==> config.mk <==
export PLATFORM = sky130hd
export DESIGN_NAME = ex_muldiv_sequencer
export DESIGN_NICKNAME = d
export VERILOG_FILES = /design/src/rtl/ex_muldiv_sequencer_pkg.sv /design/src/rtl/ex_muldiv_sequencer_md_iter_step.sv /design/src/rtl/ex_muldiv_sequencer.sv
export SDC_FILE = /design/constraint.sdc
export NUM_CORES = 1
export LEC_CHECK = 0
export CAP_MARGIN = 40
export CORE_MARGIN = 1
export CORE_UTILIZATION = 35
export DETAILED_ROUTE_END_ITERATION = 10
export PLACE_DENSITY = 0.55
export SYNTH_ARGS = -nofsm -noshare
export SYNTH_HDL_FRONTEND = slang
export SYNTH_SLANG_ARGS = --single-unit
==> constraint.sdc <==
create_clock -name clock -period 3.7 [get_ports clock]
set_input_delay 0.74 -clock clock [delete_from_list [all_inputs] [get_ports clock]]
set_output_delay 0.74 -clock clock [all_outputs]
set_load 0.05 [all_outputs]
==> src/rtl/ex_muldiv_sequencer_pkg.sv <==
// Shared types for the EX-stage RV32M multiply/divide sequencer.
// Latency: n/a (types, constants and pure helper functions only).
// Backpressure: n/a.
package ex_muldiv_sequencer_pkg;

    // One quotient or product bit per iteration for a 32-bit datapath.
    localparam int MD_ITERATIONS = 32;

    // RV32M funct3 encoding.
    typedef enum logic [2:0] {
        MD_MUL    = 3'd0,
        MD_MULH   = 3'd1,
        MD_MULHSU = 3'd2,
        MD_MULHU  = 3'd3,
        MD_DIV    = 3'd4,
        MD_DIVU   = 3'd5,
        MD_REM    = 3'd6,
        MD_REMU   = 3'd7
    } md_opcode_e;

    typedef enum logic [1:0] {
        MD_IDLE  = 2'd0,
        MD_CALC  = 2'd1,
        MD_FIXUP = 2'd2,
        MD_DONE  = 2'd3
    } md_state_e;

    function automatic logic md_is_div(input md_opcode_e op);
        return op inside {MD_DIV, MD_DIVU, MD_REM, MD_REMU};
    endfunction

    // rs1 is treated as signed for MULH, MULHSU, DIV and REM.
    function automatic logic md_a_signed(input md_opcode_e op);
        return op inside {MD_MULH, MD_MULHSU, MD_DIV, MD_REM};
    endfunction

    // rs2 is treated as signed for MULH, DIV and REM (MULHSU takes it unsigned).
    function automatic logic md_b_signed(input md_opcode_e op);
        return op inside {MD_MULH, MD_DIV, MD_REM};
    endfunction

endpackage

==> src/rtl/ex_muldiv_sequencer_md_iter_step.sv <==
// One unsigned shift-add multiply step or restoring shift-subtract divide step.
// Latency: combinational.
// Backpressure: none; the caller decides when to register acc_out.
// Ports: acc_in/acc_out = 2*XLEN accumulator, operand_in = multiplicand or
// divisor magnitude, div_mode = 1 selects the divide step.
module md_iter_step #(
    parameter int XLEN = 32
) (
    input  logic [2*XLEN-1:0] acc_in,
    input  logic [XLEN-1:0]   operand_in,
    input  logic              div_mode,
    output logic [2*XLEN-1:0] acc_out
);

    logic [XLEN:0] mul_sum;
    logic [XLEN:0] div_top;
    logic [XLEN:0] div_diff;

    always_comb begin
        // Multiply: {high, low} where low still holds unconsumed multiplier
        // bits; add the multiplicand into high when the next bit is set, then
        // shift the whole register right, keeping the carry.
        mul_sum  = {1'b0, acc_in[2*XLEN-1:XLEN]} + (acc_in[0] ? {1'b0, operand_in} : '0);

        // Divide: {remainder, dividend/quotient}. Shifting left by one brings
        // the next dividend bit into the remainder; the top bit of the
        // difference is the borrow because the remainder is always < divisor.
        div_top  = acc_in[2*XLEN-1:XLEN-1];
        div_diff = div_top - {1'b0, operand_in};

        acc_out  = '0;
        if (div_mode) begin
            if (div_diff[XLEN]) begin
                acc_out = {div_top[XLEN-1:0], acc_in[XLEN-2:0], 1'b0};
            end else begin
                acc_out = {div_diff[XLEN-1:0], acc_in[XLEN-2:0], 1'b1};
            end
        end else begin
            acc_out = {mul_sum, acc_in[XLEN-1:1]};
        end
    end

endmodule

==> src/rtl/ex_muldiv_sequencer.sv <==
// EX-stage RV32M multiply/divide sequencer, one bit per cycle.
// Latency: result strobe N+34 after issue (N+1 for divide-by-zero / DIV overflow).
// Backpressure: stall_op holds IF/ID/EX while computing; flush_ip aborts at once.
// Ports: md_*_ip = EX operands/opcode/rd, flush_ip = abort; stall_op/busy_op =
// pipeline control, md_result_op/md_valid_op/md_write_reg_addr_op = write-back.
module ex_muldiv_sequencer
    import ex_muldiv_sequencer_pkg::*;
#(
    parameter int XLEN   = MD_ITERATIONS,
    parameter int ITER_W = 6
) (
    input  logic            clock,
    input  logic            reset,
    input  logic            md_enable_ip,
    input  logic [2:0]      md_operator_ip,
    input  logic [XLEN-1:0] md_operand_a_ip,
    input  logic [XLEN-1:0] md_operand_b_ip,
    input  logic [4:0]      md_write_reg_addr_ip,
    input  logic            flush_ip,
    output logic            stall_op,
    output logic            busy_op,
    output logic [XLEN-1:0] md_result_op,
    output logic            md_valid_op,
    output logic [4:0]      md_write_reg_addr_op
);

    localparam logic [XLEN-1:0]   INT_MIN  = {1'b1, {(XLEN-1){1'b0}}};
    localparam logic [ITER_W-1:0] LAST_CNT = ITER_W'(XLEN-1);

    md_state_e         state_q, state_d;
    logic [ITER_W-1:0] count_q, count_d;
    logic [2*XLEN-1:0] acc_q, acc_d;
    logic [XLEN-1:0]   opnd_q, opnd_d;
    md_opcode_e        op_q, op_d;
    logic              neg_q, neg_d;          // negate product / quotient
    logic              neg_rem_q, neg_rem_d;  // negate remainder (dividend sign)
    logic [4:0]        rd_q, rd_d;
    logic [XLEN-1:0]   result_q, result_d;
    logic [4:0]        wb_addr_q, wb_addr_d;

    md_opcode_e        op_in;
    logic              a_neg, b_neg, is_div_in, div_by_zero, div_ovf;
    logic [XLEN-1:0]   abs_a, abs_b;
    logic [2*XLEN-1:0] acc_step;
    logic [2*XLEN-1:0] prod_fix;
    logic [XLEN-1:0]   quo_fix, rem_fix, fix_result;
    logic              stall_c;

    // Issue-side decode of the operands as presented in EX.
    assign op_in       = md_opcode_e'(md_operator_ip);
    assign a_neg       = md_a_signed(op_in) & md_operand_a_ip[XLEN-1];
    assign b_neg       = md_b_signed(op_in) & md_operand_b_ip[XLEN-1];
    assign abs_a       = a_neg ? -md_operand_a_ip : md_operand_a_ip;
    assign abs_b       = b_neg ? -md_operand_b_ip : md_operand_b_ip;
    assign is_div_in   = md_is_div(op_in);
    assign div_by_zero = is_div_in & (md_operand_b_ip == '0);
    assign div_ovf     = (op_in == MD_DIV || op_in == MD_REM) &&
                         (md_operand_a_ip == INT_MIN) && (md_operand_b_ip == '1);

    md_iter_step #(.XLEN(XLEN)) u_step (
        .acc_in     (acc_q),
        .operand_in (opnd_q),
        .div_mode   (md_is_div(op_q)),
        .acc_out    (acc_step)
    );

    // Sign fixup; the full product is negated so MULH* high words are exact.
    assign prod_fix = neg_q ? -acc_q : acc_q;
    assign quo_fix  = neg_q ? -acc_q[XLEN-1:0] : acc_q[XLEN-1:0];
    assign rem_fix  = neg_rem_q ? -acc_q[2*XLEN-1:XLEN] : acc_q[2*XLEN-1:XLEN];

    always_comb begin
        fix_result = rem_fix;
        case (op_q)
            MD_MUL:                       fix_result = prod_fix[XLEN-1:0];
            MD_MULH, MD_MULHSU, MD_MULHU: fix_result = prod_fix[2*XLEN-1:XLEN];
            MD_DIV, MD_DIVU:              fix_result = quo_fix;
            default:                      fix_result = rem_fix;
        endcase
    end

    always_comb begin
        state_d   = state_q;
        count_d   = count_q;
        acc_d     = acc_q;
        opnd_d    = opnd_q;
        op_d      = op_q;
        neg_d     = neg_q;
        neg_rem_d = neg_rem_q;
        rd_d      = rd_q;
        result_d  = result_q;
        wb_addr_d = wb_addr_q;
        stall_c   = 1'b0;

        if (flush_ip) begin
            state_d = MD_IDLE;
            count_d = '0;
        end else begin
            case (state_q)
                MD_IDLE: begin
                    if (md_enable_ip) begin
                        stall_c   = 1'b1;
                        count_d   = '0;
                        op_d      = op_in;
                        rd_d      = md_write_reg_addr_ip;
                        neg_d     = a_neg ^ b_neg;
                        neg_rem_d = a_neg;
                        if (is_div_in) begin
                            acc_d  = {{XLEN{1'b0}}, abs_a};
                            opnd_d = abs_b;
                        end else begin
                            acc_d  = {{XLEN{1'b0}}, abs_b};
                            opnd_d = abs_a;
                        end
                        if (div_by_zero) begin
                            result_d  = (op_in inside {MD_DIV, MD_DIVU}) ? '1 : md_operand_a_ip;
                            wb_addr_d = md_write_reg_addr_ip;
                            state_d   = MD_DONE;
                        end else if (div_ovf) begin
                            result_d  = (op_in == MD_DIV) ? INT_MIN : '0;
                            wb_addr_d = md_write_reg_addr_ip;
                            state_d   = MD_DONE;
                        end else begin
                            state_d   = MD_CALC;
                        end
                    end
                end
                MD_CALC: begin
                    stall_c = 1'b1;
                    acc_d   = acc_step;
                    count_d = count_q + ITER_W'(1);
                    if (count_q == LAST_CNT) begin
                        count_d = '0;
                        state_d = MD_FIXUP;
                    end
                end
                MD_FIXUP: begin
                    stall_c   = 1'b1;
                    result_d  = fix_result;
                    wb_addr_d = rd_q;
                    state_d   = MD_DONE;
                end
                // The instruction that produced the result is still in EX,
                // so md_enable_ip must not restart it here.
                default: begin
                    state_d = MD_IDLE;
                end
            endcase
        end
    end

    always_ff @(posedge clock or negedge reset) begin
        if (!reset) begin
            state_q   <= MD_IDLE;
            count_q   <= '0;
            acc_q     <= '0;
            opnd_q    <= '0;
            op_q      <= MD_MUL;
            neg_q     <= 1'b0;
            neg_rem_q <= 1'b0;
            rd_q      <= '0;
            result_q  <= '0;
            wb_addr_q <= '0;
        end else begin
            state_q   <= state_d;
            count_q   <= count_d;
            acc_q     <= acc_d;
            opnd_q    <= opnd_d;
            op_q      <= op_d;
            neg_q     <= neg_d;
            neg_rem_q <= neg_rem_d;
            rd_q      <= rd_d;
            result_q  <= result_d;
            wb_addr_q <= wb_addr_d;
        end
    end

    // stall is combinational from md_enable_ip; gate it so it also reads 0
    // while reset is held.
    assign stall_op             = reset & stall_c;
    assign busy_op              = (state_q != MD_IDLE);
    assign md_valid_op          = (state_q == MD_DONE) & ~flush_ip;
    assign md_result_op         = result_q;
    assign md_write_reg_addr_op = wb_addr_q;

endmodule

== After elaboration in Yosys (flattened, before gate mapping) ==
Index checks and enable logic that the tools add are counted.

* Add/sub/neg operators: 8
* Eq/ne operators: 23
* Mux-type cells: 36
* Bitwise operators: 7
* Reduce and logical (&&, ||, !) cells: 23

{| class="wikitable"
|+ Operators by type and width
! kind !! number
|-
| $mux 32 || 12
|-
| $mux 64 || 4
|-
| $neg 32->32 || 4
|-
| $pmux 64 s2 || 1
|-
| $pmux 32 s3 || 1
|-
| $eq 32x32->1 const B || 2
|-
| $neg 64->64 || 1
|-
| $pmux 32 s2 || 1
|-
| $add 32x33->33 || 1
|-
| $sub 33x32->33 || 1
|-
| $logic_not 32->1 || 1
|-
| $eq 3x3->1 const B || 8
|-
| $mux 6 || 3
|-
| $mux 5 || 3
|-
| $pmux 6 s2 || 1
|-
| $reduce_bool 4->1 || 3
|-
| $mux 2 || 5
|-
| $pmux 5 s2 || 1
|-
| $eq 3x2->1 const B || 3
|-
| $ne 3x3->1 const B || 3
|-
| $reduce_bool 2->1 || 4
|-
| $add 6x1->6 const B || 1
|-
| $eq 3x1->1 const B || 2
|-
| $eq 6x5->1 const B || 1
|-
| other kinds (19) || 30
|}

* Register bits: 151
* Output and inout bits: 40

== Depth between registers and ports, before layout ==
* Depth after elaboration: 9
* Gate-level depth with buffers: 14
* Depth with buffers taken out: 13

== By module ==
A second synthesis with hierarchy kept.

* Cells, all modules: 2096
* Area total of the unflattened synthesis: 16089.2 µm²

{| class="wikitable"
|+ By module, submodules not included
! module !! instances !! cells each !! area an instance (µm²)
|-
| ex_muldiv_sequencer || 1 || 1402 || 11322.1
|-
| md_iter_step || 1 || 694 || 4767.1
|}

== Worst setup path after synthesis ==
OpenSTA, ideal clock, no wires.

* Path type: in2out
* From: input flush_ip
* To: output stall_op
* Data arrival time: 2.633 ns
* Data required time: 2.960 ns
* Setup slack: 0.327 ns
* Cell stages on the path: 2
* Buffers on the path: 1
* Cells stage by stage: clkbuf_1 nor4b_1

* Longest elaborated chain between the ends: 2

{| class="wikitable"
|+ RTL lines
! item !! line !! source
|-
| start: declaration || ex_muldiv_sequencer.sv:19 || <nowiki>input logic flush_ip,</nowiki>
|-
| $mux 1 || ex_muldiv_sequencer.sv:95 || <nowiki>if (flush_ip) begin</nowiki>
|-
| $and 1x1->1 || ex_muldiv_sequencer.sv:180 || <nowiki>assign stall_op = reset & stall_c;</nowiki>
|-
| end: declaration || ex_muldiv_sequencer.sv:20 || <nowiki>output logic stall_op,</nowiki>
|}

Every way passes these cells.

== Final worst setup path ==
* From: register acc_q[7]
* To: register result_q[6], in the netlist md_result_op[6]

* Longest elaborated chain between the ends: 4

{| class="wikitable"
|+ RTL lines
! item !! line !! source
|-
| start: declaration || ex_muldiv_sequencer.sv:32 || <nowiki>logic [2*XLEN-1:0] acc_q, acc_d;</nowiki>
|-
| start signal: assignment || ex_muldiv_sequencer.sv:156 || <nowiki>acc_q <= '0;</nowiki>
|-
| start signal: assignment || ex_muldiv_sequencer.sv:167 || <nowiki>acc_q <= acc_d;</nowiki>
|-
| $neg 64->64 || ex_muldiv_sequencer.sv:68 || <nowiki>assign prod_fix = neg_q ? -acc_q : acc_q;</nowiki>
|-
| $mux 64 || ex_muldiv_sequencer.sv:68 ||
|-
| $pmux 32 s3 || ex_muldiv_sequencer.sv:74 || <nowiki>case (op_q)</nowiki>
|-
| $pmux 32 s2 || ex_muldiv_sequencer.sv:99 || <nowiki>case (state_q)</nowiki>
|-
| end signal: assignment || ex_muldiv_sequencer.sv:173 || <nowiki>result_q <= result_d;</nowiki>
|-
| end: declaration || ex_muldiv_sequencer.sv:38 || <nowiki>logic [XLEN-1:0] result_q, result_d;</nowiki>
|}

Every way passes these cells.
A chain may end at the register's enable or synchronous reset.

==> metrics.md <==
| Metric | Value |
|---|---|
| CP Max Fanout | 7 |
| DP Worst Slack | -2.18 ps |
| Cts bufs inserted | 17 |
| Fin crit period | approximately 3500 ps |
| Hold Fails Final Rpt | 0 |
| Clk_lat worst skew | between 400 and 500 ps |
| Tot GR Track Use | 0.267 |
| Max Fclk | between 200 and 300 MHz |
| Skew final | about 13 ps |
| Critical path endpoint category | flop |
| CTS sink cnt | 151 |
| Die width | 213 um |
| RSZ-0062 raised after global routing | no |
| GRT overflow | 0 |
| Post-route DRC violation count | 0 |
| Worst EP required | ~4000 ps |
| Setup Fix Bufs, Post-CTS | 0 |
| CTS root buf | clkbuf_16 |
| Chip Height | 213 um |
| Register area | between 3000 and 4000 um^2 |
| Synth Instances | around 2100 |
| FILL cells | between 4000 and 5000 |
| Startpoint Class | flop |
| Setup Viol. Count Final | 0 |
| I/O pin count | between 100 and 150 |
| Footprint of the multi-input gates | 11000 um^2 |
| Layout cells sized above 1 | 0.120 |
| Status | complete, no violations |
| Placed cell area | 18200 um^2 |
| First-pass GRT wire length | just over 90000 um |
| Row count | 77 |
| Maximum vdd ir drop | around 400 uV |
| Clock Tree Buf Depth | 2 |
| Ys async rst share | 1.00 |
| Final Max Slew Viols | 0 |
| Worst Hold Class | input pin to asynchronous set/reset pin |
| Area growth from synthesis to layout | 20.8% |
| Pin count of the biggest net entering global routing | 96 |
| Core Area | 44100 um^2 |
| Die area | 45500 um^2 |
| DP Cell Count | 2809 |
| Vias | about 16000 |
| EDFF count, synth | 0 |
| CTS tree | built |
| Number of H-tree levels | 4 |
| Antenna viol nets, final | 0 |
| Starting Density | 0.354 |
| Yosys cell types | about 80 |
| Worst-Margin Slew | approximately 830 ps |
| Mapped Area | 15600 um^2 |
| Syn Area/Cell | between 7 and 8 um^2 |
| Max_slew headroom | 0.445 |
| Post-route clock period utilization | 0.957 |
| Main synth FF type | dfrtp_1 |
| Leak | 8.10 nW |
| Final HPWL DP | between 40000 and 50000 um |
| Pre-Repair DR Iteration Count | 6 |
| Cell Pwr Density | 988 nW/um^2 |
| Sequential element share of the synthesized area | 0.242 |
| Vias in the first global route | around 15000 |
| Ys Warns | 0 |
| Final core occ | 0.428 |
| Initial antenna violation count | 1 |
| Routed WL per cell | about 21 um |
| Worst R2R Setup Slack | approximately 160 ps |
| Worst r2r dst | md_result_op[6]$_DFFE_PN0P_ |
| R2R Path Start | acc_q[7]$_DFFE_PN0P_ |
| Crit Path Class | flop to flop |
| # Max-Cap Violations | 0 |
| Clock Pin Slew Worst Setup and Hold Paths | 70 ps |
| Final WS setup | ~160 ps |
| Gp weighted congestion | 0.927 |
| Wirelength, routed | approximately 60000 um |
| Post-Layout Cell Count | between 2000 and 3000 |
| Crit path DAT | around 3900 ps |
| Worst reg-to-reg path cell count | 9 |
| Post-Syn Nets | roughly 2200 |
| Final instance area | 18900 um^2 |
| Yosys reg bits | approximately 150 |
| Iter 0 DRT Violations | about 1500 |
| Nets | ~2400 |
| Vias per cell | 5.75 |
| I/O Buffers | 115 |
==> state kept, by name (all words and copies together) (netlist names) <==
signal	cells
rd_q	5
count_q	6
opnd_q	32
md_write_reg_addr_op	5
op_q	3
neg_rem_q	1
neg_q	1
acc_q	64
md_result_op	32
state_q	2
==> cell usage in the layout (no fill, tap or decap), drive strengths merged, types with 21 or more instances in the layout <==
| cell type | n |
|---|---|
| a211oi | 53 |
| a21o | 33 |
| a21oi | 179 |
| a31oi | 42 |
| buf | 161 |
| clkdlybuf4s50 | 112 |
| dfrtp | 151 |
| ha | 75 |
| inv | 83 |
| mux2 | 45 |
| mux2i | 35 |
| nand2 | 192 |
| nand3 | 26 |
| nand4 | 36 |
| nor2 | 242 |
| nor3 | 32 |
| o21ai | 225 |
| o31ai | 34 |
| or3 | 21 |
| xnor2 | 88 |
| xor2 | 91 |
==> final cells by class <==
| type | instances | area share |
|---|---|---|
| multi-input cells | 1719 | 0.583 |
| flip-flops and latches | 151 | 0.200 |
| repair buffers | 273 | 0.131 |
| well taps | 592 | 0.0392 |
| clock buffers | 17 | 0.0225 |
| inverters | 74 | 0.0147 |
| clock inverters | 15 | 0.00955 |
| diodes | 1 | 0.000133 |
==> per-layer routing <==
layer / share of wire / GRT usage / wire length (um)
met2: 0.45 / 0.418 / 27300
met5: 0.00015 / 0 / 9
met4: 0.025 / 0.0857 / 1530
met1: 0.47 / 0.376 / 28100
met3: 0.057 / 0.0362 / 3420
==> worst max-delay path by stage <==
stage | startpoint | end | slack, ps | cells after the start
final | acc_q[7]$_DFFE_PN0P_ | md_result_op[6]$_DFFE_PN0P_ | 160 | 9
after global routing | acc_q[10]$_DFFE_PN0P_ | md_result_op[6]$_DFFE_PN0P_ | 20 | 9
after CTS | acc_q[31]$_DFFE_PN0P_ | acc_q[41]$_DFFE_PN0P_ | 180 | 14
after detailed placement | md_operand_b_ip[11] | md_result_op[5]$_DFFE_PN0P_ | -2 | 12
after global placement | md_operand_a_ip[9] | md_result_op[9]$_DFFE_PN0P_ | 80 | 11
after floorplan | flush_ip | stall_op | 330 | 2
==> logic make-up after synthesis <==
group,after synthesis,share of synthesized area
compound gates,701,0.277
simple gates,682,0.207
buf+inv,226,0.0561
xor+xnor,179,0.100
flops,151,0.242
mux,80,0.0549
fa+ha+maj,77,0.0626
==> stage by stage <==
| stage | setup TNS, ps | hold WS (ps) | total power, mW |
|---|---|---|---|
| global placement | 0 | 467 | 16.4 |
| finish | 0 | 192 | 18.6 |
| global route | 0 | 206 | 20.0 |
| floorplan | 0 | 444 | 12.2 |
| detailed placement | -2.18 | 476 | 16.5 |
| CTS | 0 | 185 | 18.5 |
==> synthesized netlist by cell type (all sizes together) (18+ instances only) <==
cell type  instances  share of area
a31oi             42          0.017
mux2              45          0.032
nor3              32          0.010
xor2              91          0.051
nor2             242          0.058
nand2            192          0.046
a21oi            179          0.058
dfrtp            151           0.24
o31ai             34          0.016
nand4             36          0.014
xnor2             88          0.049
o21ai            225          0.072
a21o              33          0.016
or3               21         0.0084
nand3             26         0.0083
nor2b             18         0.0072
a22oi             20         0.0096
ha                75          0.060
inv               74          0.018
a211oi            53          0.025
buf               19         0.0064
and2              18         0.0072
mux2i             35          0.022
clkbuf           133          0.032
nand2b            20         0.0080
==> report_power, final <==
| part | switching, mW | internal, mW | leakage [nW] |
|---|---|---|---|
| Clock | 0.844 | 1.02 | 0.301 |
| Sequential | 0.948 | 2.39 | 1.91 |
| Combinational | 8.25 | 5.19 | 5.90 |
==> critical path, stage by stage, from the launching register on <==
cell and delay [ps]:
dfrtp_1 460, nor4_2 550, and4_1 410, and4_1 340
nand2_1 90, o21ai_0 220, a211oi_1 80, a311oi_1 730
o21ai_0 240, mux2_2 310
==> repair_timing <==
action | CTS | global route
gates resized for setup | 0 | 3
hold buffers | 0 | 0
setup endpoints to repair | 0 | 4
(Power assumes the default switching activity.)
